**config.mk**
```make
export PLATFORM = sky130hd
export DESIGN_NAME = knn_scan_controller
export DESIGN_NICKNAME = d
export VERILOG_FILES = /design/src/rtl/knn_scan_controller.sv
export SDC_FILE = /design/constraint.sdc
export NUM_CORES = 1
export LEC_CHECK = 0
export ABC_AREA = 0
export BUFFER_PORTS_ARGS = -buffer_cell sky130_fd_sc_hd__buf_2
export CORE_MARGIN = 2
export CORE_UTILIZATION = 30
export DETAILED_ROUTE_END_ITERATION = 10
export HOLD_SLACK_MARGIN = 0.06
export SYNTH_ARGS = -nofsm -noshare
export SYNTH_HDL_FRONTEND = slang
export SYNTH_SLANG_ARGS = --single-unit
```
**constraint.sdc**
```tcl
create_clock -name clk -period 12.5 [get_ports clk]
set_input_delay 1.875 -clock clk [delete_from_list [all_inputs] [get_ports clk]]
set_output_delay 1.875 -clock clk [all_outputs]
set_load 0.01 [all_outputs]
```
**src/rtl/knn_scan_controller.sv**
```systemverilog
// k-NN scan sequencer: captures a test vector, replays it to the distance engine
// for every stored sample, keeps the K nearest distances and votes on their labels.
module knn_scan_controller #(
    parameter int DATA_WIDTH   = 16,
    parameter int NUM_FEATURES = 8,
    parameter int NUM_SAMPLES  = 16,
    parameter int K            = 3,
    parameter int LABEL_WIDTH  = 4,
    parameter int ADDR_WIDTH   = 8,
    parameter int IDX_WIDTH    = 4,
    parameter int TIMEOUT      = 1024
) (
    input  logic                      clk,
    input  logic                      rst_n,
    input  logic                      start,
    output logic                      busy,
    output logic                      done,
    output logic                      error,
    input  logic [DATA_WIDTH-1:0]     test_in_data,
    input  logic                      test_in_valid,
    output logic                      test_in_ready,
    output logic                      eng_en,
    output logic                      eng_start,
    output logic [ADDR_WIDTH-1:0]     eng_base,
    output logic [DATA_WIDTH-1:0]     eng_feat,
    output logic                      eng_feat_valid,
    input  logic                      eng_done,
    input  logic [2*DATA_WIDTH-1:0]   eng_distance,
    output logic [IDX_WIDTH-1:0]      label_addr,
    input  logic [LABEL_WIDTH-1:0]    label_data,
    output logic                      result_valid,
    output logic [LABEL_WIDTH-1:0]    result_label,
    output logic [IDX_WIDTH-1:0]      result_index,
    output logic [2*DATA_WIDTH-1:0]   result_distance
);
    localparam int DW = 2 * DATA_WIDTH;
    localparam int FW = (NUM_FEATURES > 1) ? $clog2(NUM_FEATURES) : 1;
    localparam int RW = (K > 1) ? $clog2(K) : 1;
    localparam int CW = $clog2(K + 1);
    localparam int WW = $clog2(TIMEOUT + 1);

    typedef enum logic [3:0] {
        IDLE, LOAD_TEST, ISSUE, STREAM, WAIT_ENG, INSERT, LBL_ADDR, LBL_CAP, VOTE, FINISH
    } state_t;

    state_t                 state_q, state_d;
    logic [DATA_WIDTH-1:0]  buf_q [NUM_FEATURES];
    logic [DATA_WIDTH-1:0]  buf_d [NUM_FEATURES];
    logic [FW-1:0]          feat_q, feat_d;
    logic [IDX_WIDTH-1:0]   idx_q, idx_d;
    logic [WW-1:0]          wd_q, wd_d;
    logic [RW-1:0]          rank_q, rank_d;
    logic [DW-1:0]          dist_q, dist_d;
    logic [DW-1:0]          ent_dist_q [K];
    logic [DW-1:0]          ent_dist_d [K];
    logic [IDX_WIDTH-1:0]   ent_idx_q [K];
    logic [IDX_WIDTH-1:0]   ent_idx_d [K];
    logic [LABEL_WIDTH-1:0] ent_lbl_q [K];
    logic [LABEL_WIDTH-1:0] ent_lbl_d [K];
    logic [K-1:0]           ent_vld_q, ent_vld_d;
    logic [CW-1:0]          best_cnt_q, best_cnt_d;
    logic [LABEL_WIDTH-1:0] best_lbl_q, best_lbl_d;
    logic                   error_q, error_d;
    logic                   result_valid_q, result_valid_d;
    logic [LABEL_WIDTH-1:0] result_label_q, result_label_d;
    logic [IDX_WIDTH-1:0]   result_index_q, result_index_d;
    logic [DW-1:0]          result_distance_q, result_distance_d;
    int                     pos;
    int                     cnt;
    logic                   take;

    always_comb begin
        state_d           = state_q;
        buf_d             = buf_q;
        feat_d            = feat_q;
        idx_d             = idx_q;
        wd_d              = wd_q;
        rank_d            = rank_q;
        dist_d            = dist_q;
        ent_dist_d        = ent_dist_q;
        ent_idx_d         = ent_idx_q;
        ent_lbl_d         = ent_lbl_q;
        ent_vld_d         = ent_vld_q;
        best_cnt_d        = best_cnt_q;
        best_lbl_d        = best_lbl_q;
        error_d           = error_q;
        result_valid_d    = result_valid_q;
        result_label_d    = result_label_q;
        result_index_d    = result_index_q;
        result_distance_d = result_distance_q;
        pos               = 0;
        cnt               = 0;
        take              = 1'b0;

        case (state_q)
            IDLE: begin
                if (start) begin
                    ent_vld_d      = '0;
                    result_valid_d = 1'b0;
                    error_d        = 1'b0;
                    idx_d          = '0;
                    feat_d         = '0;
                    state_d        = LOAD_TEST;
                end
            end
            LOAD_TEST: begin
                if (test_in_valid) begin
                    buf_d[feat_q] = test_in_data;
                    if (feat_q == FW'(NUM_FEATURES - 1)) begin
                        feat_d  = '0;
                        state_d = ISSUE;
                    end else begin
                        feat_d = feat_q + FW'(1);
                    end
                end
            end
            ISSUE: begin
                feat_d  = '0;
                state_d = STREAM;
            end
            STREAM: begin
                if (feat_q == FW'(NUM_FEATURES - 1)) begin
                    wd_d    = '0;
                    state_d = WAIT_ENG;
                end else begin
                    feat_d = feat_q + FW'(1);
                end
            end
            WAIT_ENG: begin
                if (eng_done) begin
                    dist_d  = eng_distance;
                    state_d = INSERT;
                end else if (wd_q == WW'(TIMEOUT)) begin
                    error_d = 1'b1;
                    state_d = FINISH;
                end else begin
                    wd_d = wd_q + WW'(1);
                end
            end
            INSERT: begin
                // Counting ties as "ahead" keeps earlier samples in front on equal distance.
                for (int j = 0; j < K; j++) begin
                    if (ent_vld_q[j] && (ent_dist_q[j] <= dist_q)) pos = pos + 1;
                end
                for (int j = K - 1; j > 0; j--) begin
                    if (j > pos) begin
                        ent_dist_d[j] = ent_dist_q[j-1];
                        ent_idx_d[j]  = ent_idx_q[j-1];
                        ent_vld_d[j]  = ent_vld_q[j-1];
                    end
                end
                if (pos < K) begin
                    ent_dist_d[pos] = dist_q;
                    ent_idx_d[pos]  = idx_q;
                    ent_vld_d[pos]  = 1'b1;
                end
                if (idx_q == IDX_WIDTH'(NUM_SAMPLES - 1)) begin
                    rank_d  = '0;
                    state_d = LBL_ADDR;
                end else begin
                    idx_d   = idx_q + IDX_WIDTH'(1);
                    state_d = ISSUE;
                end
            end
            LBL_ADDR: state_d = LBL_CAP;
            LBL_CAP: begin
                ent_lbl_d[rank_q] = label_data;
                if (rank_q == RW'(K - 1)) begin
                    rank_d     = '0;
                    best_cnt_d = '0;
                    state_d    = VOTE;
                end else begin
                    rank_d  = rank_q + RW'(1);
                    state_d = LBL_ADDR;
                end
            end
            VOTE: begin
                for (int j = 0; j < K; j++) begin
                    if (ent_vld_q[j] && (ent_lbl_q[j] == ent_lbl_q[rank_q])) cnt = cnt + 1;
                end
                take = (cnt > int'(best_cnt_q));
                if (take) begin
                    best_cnt_d = CW'(cnt);
                    best_lbl_d = ent_lbl_q[rank_q];
                end
                // Results are loaded here so they are already valid alongside done.
                if (rank_q == RW'(K - 1)) begin
                    result_valid_d    = 1'b1;
                    result_label_d    = take ? ent_lbl_q[rank_q] : best_lbl_q;
                    result_index_d    = ent_idx_q[0];
                    result_distance_d = ent_dist_q[0];
                    state_d           = FINISH;
                end else begin
                    rank_d = rank_q + RW'(1);
                end
            end
            FINISH:  state_d = IDLE;
            default: state_d = IDLE;
        endcase
    end

    always_ff @(posedge clk) begin
        buf_q <= buf_d;
    end

    always_ff @(posedge clk or negedge rst_n) begin
        if (!rst_n) begin
            state_q           <= IDLE;
            feat_q            <= '0;
            idx_q             <= '0;
            wd_q              <= '0;
            rank_q            <= '0;
            dist_q            <= '0;
            ent_dist_q        <= '{default: '0};
            ent_idx_q         <= '{default: '0};
            ent_lbl_q         <= '{default: '0};
            ent_vld_q         <= '0;
            best_cnt_q        <= '0;
            best_lbl_q        <= '0;
            error_q           <= 1'b0;
            result_valid_q    <= 1'b0;
            result_label_q    <= '0;
            result_index_q    <= '0;
            result_distance_q <= '0;
        end else begin
            state_q           <= state_d;
            feat_q            <= feat_d;
            idx_q             <= idx_d;
            wd_q              <= wd_d;
            rank_q            <= rank_d;
            dist_q            <= dist_d;
            ent_dist_q        <= ent_dist_d;
            ent_idx_q         <= ent_idx_d;
            ent_lbl_q         <= ent_lbl_d;
            ent_vld_q         <= ent_vld_d;
            best_cnt_q        <= best_cnt_d;
            best_lbl_q        <= best_lbl_d;
            error_q           <= error_d;
            result_valid_q    <= result_valid_d;
            result_label_q    <= result_label_d;
            result_index_q    <= result_index_d;
            result_distance_q <= result_distance_d;
        end
    end

    assign busy            = (state_q != IDLE) && (state_q != FINISH);
    assign done            = (state_q == FINISH);
    assign error           = error_q;
    assign test_in_ready   = (state_q == LOAD_TEST);
    assign eng_en          = busy;
    assign eng_start       = (state_q == ISSUE);
    assign eng_base        = ADDR_WIDTH'(int'(idx_q) * NUM_FEATURES);
    assign eng_feat        = (state_q == STREAM) ? buf_q[feat_q] : '0;
    assign eng_feat_valid  = (state_q == STREAM);
    assign label_addr      = (state_q == LBL_ADDR) ? ent_idx_q[rank_q] : '0;
    assign result_valid    = result_valid_q;
    assign result_label    = result_label_q;
    assign result_index    = result_index_q;
    assign result_distance = result_distance_q;
endmodule

```
==> results.ini, run 1 <==
[floorplanning]
die_width_um=243
floorplan.die_area_sq_um=58900
die-height_um=243
boundaryPins=133
placementRows=87
placeableCoreArea_sq_um=56400
floorplan.initialDensity_pct=30.3

[timing]
timing.max_slew.rel_slack_pct=15.9
timing_worst_slew_pin_value_ps=1260
fin_tns_setup_ps=0
rsz0062_at_grt=no
setup_ws_ps=7020
final.period_utilization_pct=43.9
final.min_clock_period_ps=5480
achievable-frequency_ghz=0.182
timing.final.hold_violations=0
maxSlewViolCount=0
timing.clock.skew_ps=19.7
setup_viol_count_final=0

[critical_path]
critical_path.startpoint_type=flop
crit_path_max_incr_delay_ps=750
crit_family=simple AND/OR/NAND/NOR gates
critical_path_cell_count=16
cp_num_buf_inv=2
worstPathRequired_ps=12930
critical_path.cell_chain=inv_1 -> ha_1 -> nand4_1 -> nor4_1 -> nand3_1 -> o41ai_1 -> nand2_1 -> a31oi_1 -> ha_1 -> a21oi_1 -> nand4_1 -> mux2_2 -> a31oi_4 -> buf_4 -> nor2_1 -> a221o_1
rr_worst_depth=16
worst-setup-path-type=flop to flop
worst_path_max_delay_cell=nor4_1
end_kind=flop
critPathArrivalTime_ps=5910
crit_path_max_fanout=42

[synthesis]
synth_edf_count=128
dominant_combinational_cell_family_by_area_after_synthesis=compound AO/OA/AOI/OAI gates
fraction_of_the_mapped_netlist_area_in_simple_logic_gates_pct=9.45
synthesis.area_sq_um=17100
post_synth_mux_area_share_pct=8.52
postSynthRegisterBits=355
yosys_most_used_dff=dfrtp_1
synth.avg_cell_area_sq_um=12.4
syn-instance-count=1382
synth.yosys.seq_area_share_pct=55.7
synth-adder-area-share_pct=8.16
yosys_cell_types=65
synth_compound_gate_area_share_pct=14.0
synth-warning-count=0
post_synth_xor_xnor_area_pct=0.973
synth-async-reset-ratio_pct=63.9

[routing]
top_layer=met4
drt_drc_violations_left=0
routed-via-count=11700
drt_wl_total_um=44200
avgViaCountPerCell=5.13
wl_per_cell_um=19.4
dr.pass1.iters=5
dr.first_iter.drc_count=777
antenna_left=0
wl_met2_um=20300
m1WireLength_um=20200
dr_wl_met3_um=2940

[power_and_ir_drop]
sequential_power_share_pct=40.3
vdd_ir_drop_max_v=0.000129
pwr-share-comb_pct=35.2
power.internal_mw=2.78
clkPwrFrac_pct=24.6
power.leakage_nw=8.55
net_switching_power_mw=1.62
power_density_nw_per_um2=223
power_switching_share_pct=36.9

[clock_network]
clock_tree_from_tritoncts=built
cts-root-buf=clkbuf_16
insertion_delay_ps=550
cts.reportedPaths.clkPinSlew_ps=60
clock_path_buffers=3
post_cts_resized=0
postCtsHoldBufs=0
htree_num_levels=2
post_cts_buffers=0
cts_buffer_count=39
tritoncts_sink_count=355

[status]
status=completed

[placed_design]
port_buffers=128
dp_cells=2208
dp.final_hpwl_um=29100
preCtsSetupSlack_ps=7090
place_congestion=0.840

[worst_hold_path]
type_of_the_tightest_min_delay_check=flop to flop
worst_hold_path.num_cells=2

[global_route]
number_of_global_route_vias_before_repair=12000
gr-total-overflow=0
grt_max_degree=124
antenna_violations_before_repair=0
global_route.usage.total_pct=14.9
global_route_wire_length_before_repair_um=70000

[finish]
layout-area-overhead-vs-synth_pct=15.1
drive_above_1_share_pct=23.9
multi_input_area_sq_um=7120
area_used_by_sequential_logic_in_the_layout_sq_um=9520
antenna-diode-count=0
layoutNonFillerInstCount=2273
finalNetCount=1661
final_core_util_pct=34.9
nFillCells=5590

[run]
drv_cap=0

==> Yosys cell counts (all sizes together), types with 16 or more instances <==
master / instances / area, sq um
nand3: 18 / 95.1
clkbuf: 54 / 203
o221a: 36 / 405
nand2: 86 / 323
inv: 58 / 218
a22oi: 60 / 450
buf: 16 / 128
a21o: 17 / 128
ha: 110 / 1380
a21oi: 48 / 240
or3: 42 / 268
nor2: 81 / 304
and3: 20 / 125
mux2: 117 / 1320
dfrtp: 227 / 5680
o21ai: 45 / 236
a221o: 38 / 380
edfxtp: 128 / 3840
nand4: 27 / 175
==> sequential cells by signal, summed over array words and instances (netlist names) <==
signal,cells
result_label,4
feat_q,3
ent_dist_q,96
dist_q,32
ent_idx_q,12
ent_vld_q,3
error,1
best_cnt_q,2
rank_q,2
result_distance,32
result_valid,1
result_index,4
wd_q,11
state_q,4
idx_q,4
ent_lbl_q,12
best_lbl_q,4
buf_q,128
==> per-stage QoR <==
stage          power (mW)  hold slack (ps)  cell area (sq um)
2_1_floorplan        2.82              479              17100
3_3_place_gp         3.29              466              18500
3_5_place_dp         3.34              468              18500
4_1_cts              4.43              480              19700
5_1_grt              4.73              491              19700
6_report             4.40              476              19700
==> power by group through the flow <==
stage / combinational [mW] / sequential (mW) / clock, mW
after floorplan: 1.18 / 1.65 / 0
after global placement: 1.51 / 1.78 / 0
after detailed placement: 1.55 / 1.79 / 0
after CTS: 1.56 / 1.77 / 1.11
after global routing: 1.76 / 1.81 / 1.16
final: 1.55 / 1.77 / 1.08
==> worst min-delay path, delay by kind of cell, from the launching register on <==
kind | cells | cell delay (ps)
AOI/OAI and AO/OA | 1 | 60
and+or+nand+nor | 1 | 50
DFF | 1 | 330
==> cell usage in the layout (no fill, tap or decap), types with 39 or more instances in the layout <==
cell type,instances
a21oi_1,47
a22oi_1,60
buf_2,127
clkbuf_16,39
dfrtp_1,227
edfxtp_1,128
ha_1,110
inv_1,58
mux2_2,117
nand2_1,85
nor2_1,80
o21ai_0,42
or3_1,41
==> kinds of logic after synthesis <==
group,count (synthesis)
simple gates,326
compound gates,311
buf+inv,128
fa+ha+maj,111
other cells,1
mux,131
flops,355
xor+xnor,19
==> final timing paths <==
check                                start              end  slack [ps]
max                             dist_q[24]   ent_dist_q[17]        7020
min                        result_label[0]  result_label[0]         480
max reg2reg                     dist_q[24]   ent_dist_q[17]        7020
min reg2reg                result_label[0]  result_label[0]         480
max in group asynchronous            rst_n        dist_q[6]        9190
min in group asynchronous            rst_n       dist_q[24]        1380
==> layer usage <==
metal,GRT usage (%),vias to the layer above
li1,-,5473
met3,4.08,59
met5,0,-
met2,23.8,257
met1,20.1,5867
met4,3.54,0
==> layout make-up <==
class	count	area share, %
clock buffer	51	5.49
timing repair buffer	137	3.65
tap	756	4.80
multi-input combinational	902	36.2
clock inverter	14	0.407
sequential	355	48.4
inverter	58	1.11
Note: power is estimated with default switching activity, not from simulation.
==> run 2: changes to the inputs <==
--- a/config.mk
+++ b/config.mk
@@ -5,7 +5,7 @@
 export SDC_FILE = /design/constraint.sdc
 export NUM_CORES = 1
 export LEC_CHECK = 0
-export ABC_AREA = 0
+export ABC_AREA = 1
 export BUFFER_PORTS_ARGS = -buffer_cell sky130_fd_sc_hd__buf_2
 export CORE_MARGIN = 2
 export CORE_UTILIZATION = 30
==> constraint.sdc (replaced) <==
create_clock -name clk -period 5.7 [get_ports clk]
set_input_delay 0.855 -clock clk [delete_from_list [all_inputs] [get_ports clk]]
set_output_delay 0.855 -clock clk [all_outputs]
set_load 0.01 [all_outputs]
==> results.ini, run 2 <==
[status]
status=completed

[floorplanning]
floorplan.initialDensity_pct=30.3
floorplan.die_area_sq_um=62900
die-height_um=251
boundaryPins=133
placeableCoreArea_sq_um=60200
die_width_um=251
placementRows=90

[critical_path]
critPathArrivalTime_ps=4660
critical_path.startpoint_type=flop
end_kind=flop
crit_path_max_fanout=37
worst-setup-path-type=flop to flop
worstPathRequired_ps=6200

[synthesis]
synthTopCellsByArea=dfrtp_1 (31%), edfxtp_1 (21%), nand2_1 (11%)
synth_commonest_cells=nand2_1 (544), dfrtp_1 (227), nand3_1 (172)
postSynthRegisterBits=355
yosys_most_used_dff=dfrtp_1
syn-instance-count=1992
synth.avg_cell_area_sq_um=9.17
post-synth-top-count-cell=nand2_1
yosys.area.top_type_share_pct=31.1
synth-warning-count=0
synth-async-reset-ratio_pct=63.9
synth_top_area_cell=dfrtp_1
synthesis.area_sq_um=18300
synth.yosys.seq_area_share_pct=52.1
synth_edf_count=128
yosys_cell_types=55

[clock_network]
post_cts_resized=0
insertion_delay_ps=570
cts-root-buf=clkbuf_16
post_cts_buffers=0
htree_num_levels=2
clock_tree_from_tritoncts=built
cts_buffer_count=41
cts.reportedPaths.clkPinSlew_ps=60
tritoncts_sink_count=355
clock_path_buffers=3
postCtsHoldBufs=0

[timing]
fin_tns_setup_ps=0
achievable-frequency_ghz=0.240
timing.final.hold_violations=0
rsz0062_at_grt=no
maxSlewViolCount=0
timing.clock.skew_ps=33.3
final.period_utilization_pct=73.0
setup_viol_count_final=0
timing.max_slew.rel_slack_pct=23.4
timing_worst_slew_pin_value_ps=1150
final.min_clock_period_ps=4160

[global_route]
number_of_global_route_vias_before_repair=14200
grt.met2_usage_pct=25.6
antenna_violations_before_repair=2
highest_utilization_routing_layer_at_the_global_route_stage=met2
global_route.usage.total_pct=15.8
gr-total-overflow=0
grt_max_degree=123
global_route_met1_utilization_pct=20.8
use_met3_pct=3.93
global_route_wire_length_before_repair_um=79300

[routing]
antenna_left=0
avgViaCountPerCell=4.98
dr.pass1.iters=5
drt_wl_total_um=49900
wl_per_cell_um=17.1
drt_drc_violations_left=0
dr.first_iter.drc_count=1160
routed-via-count=14500

[worst_hold_path]
type_of_the_tightest_min_delay_check=input port to asynchronous set/reset pin

[placed_design]
dp.final_hpwl_um=32000
placed_cell_area_sq_um=19700
port_buffers=128
place_congestion=0.821

[finish]
drive_above_1_share_pct=13.5
number_of_flip_flops_in_the_largest_register=128
register_bank_with_the_most_flops=buf_q
layout.cell_area.non_filler_sq_um=21100
most-common-layout-cells=nand2_1 (544), dfrtp_1 (227), nand3_1 (172)
finalNetCount=2265
reg_top3=buf_q: 128 flops, ent_dist_q: 96 flops
layout-area-overhead-vs-synth_pct=15.3
mostFrequentLayoutCell=nand2_1
nFillCells=6100

[power_and_ir_drop]
power_density_nw_per_um2=535
vdd_ir_drop_max_v=0.000300
power.leakage_nw=9.84

[run]
drv_cap=0

[run 2: cell types whose count changed in the layout (fill, tap and decap cells not counted), moves of 33 or more]
cell     previous run  this run
nand3_1            16       172
nor2_1             80        47
o21ai_0            42       151
inv_1              58       159
or3_1              41         0
a221o_1            38         0
o21ai_1             2        57
mux2_2            117         0
a22oi_1            60        23
nand2_1            85       544
[run 2: cell families after synthesis]
family / Yosys count / synth area share [%]
AOI/OAI and AO/OA: 362 / 11.4
xor gates and xnor gates: 8 / 0.384
adders and majority gates: 111 / 7.64
buffers and inverters: 269 / 6.19
DFF: 355 / 52.1
muxes: 35 / 1.92
other: 1 / 0.0205
and+or+nand+nor: 851 / 20.3
[run 2: worst paths after layout]
check	depth (start not counted)	to	slack [ps]	from
max	18	ent_dist_q[26]	1540	dist_q[31]
max reg2reg	18	ent_dist_q[26]	1540	dist_q[31]
min	1	result_distance[0]	300	rst_n
min reg2reg	2	result_distance[4]	480	result_distance[4]
max in group asynchronous	2	ent_dist_q[56]	4180	rst_n
min in group clk	2	result_distance[4]	480	result_distance[4]
[run 2: worst max-delay path: stages, from the launching register on]
cell      delay, ps
dfrtp_1         360
inv_1           200
ha_1            290
a21oi_1         280
o21ai_0         140
a211oi_1        580
nand2_1         110
nand2_1          70
nand2_1          60
inv_1           110
fa_2            470
inv_1            80
nand2_1          60
inv_2            60
buf_4           420
nand2_4         420
nand2_1         160
nand3_1          90
nand2_1         100
[run 2: report_power, final]
group	internal (mW)	switching, mW
combinational	1.59	3.08
clock	1.59	1.12
sequential	3.34	0.554
[run 2: cell type report]
type	count	area [sq um]	share of cell area (%)
clock buffers	50	1120	5.32
clock inverters	25	254	1.21
multi-input cells	1371	7670	36.4
well taps	782	978	4.65
inverters	178	668	3.17
repair buffers	150	841	3.99
diodes	1	2.50	0.0119
flip-flops and latches	355	9520	45.2
[run 2: routing by layer]
| metal | routed length (um) | vias up |
|---|---|---|
| met5 | 13 | - |
| met4 | 1470 | 2 |
| met1 | 21700 | 6935 |
| li1 | - | 7023 |
| met3 | 3760 | 85 |
| met2 | 22900 | 452 |
[run 2: stage by stage]
stage	utilization, %	instances	hold slack, ps	worst slack, ps	total power, mW
finish	35.0	2912	303	1540	11.3
global route	35.0	2911	396	1260	12.2
CTS	35.0	2911	359	1580	11.4
detailed placement	32.7	2836	470	1600	8.60
global placement	32.7	2836	461	1650	8.42
floorplan	-	1995	449	2520	7.22
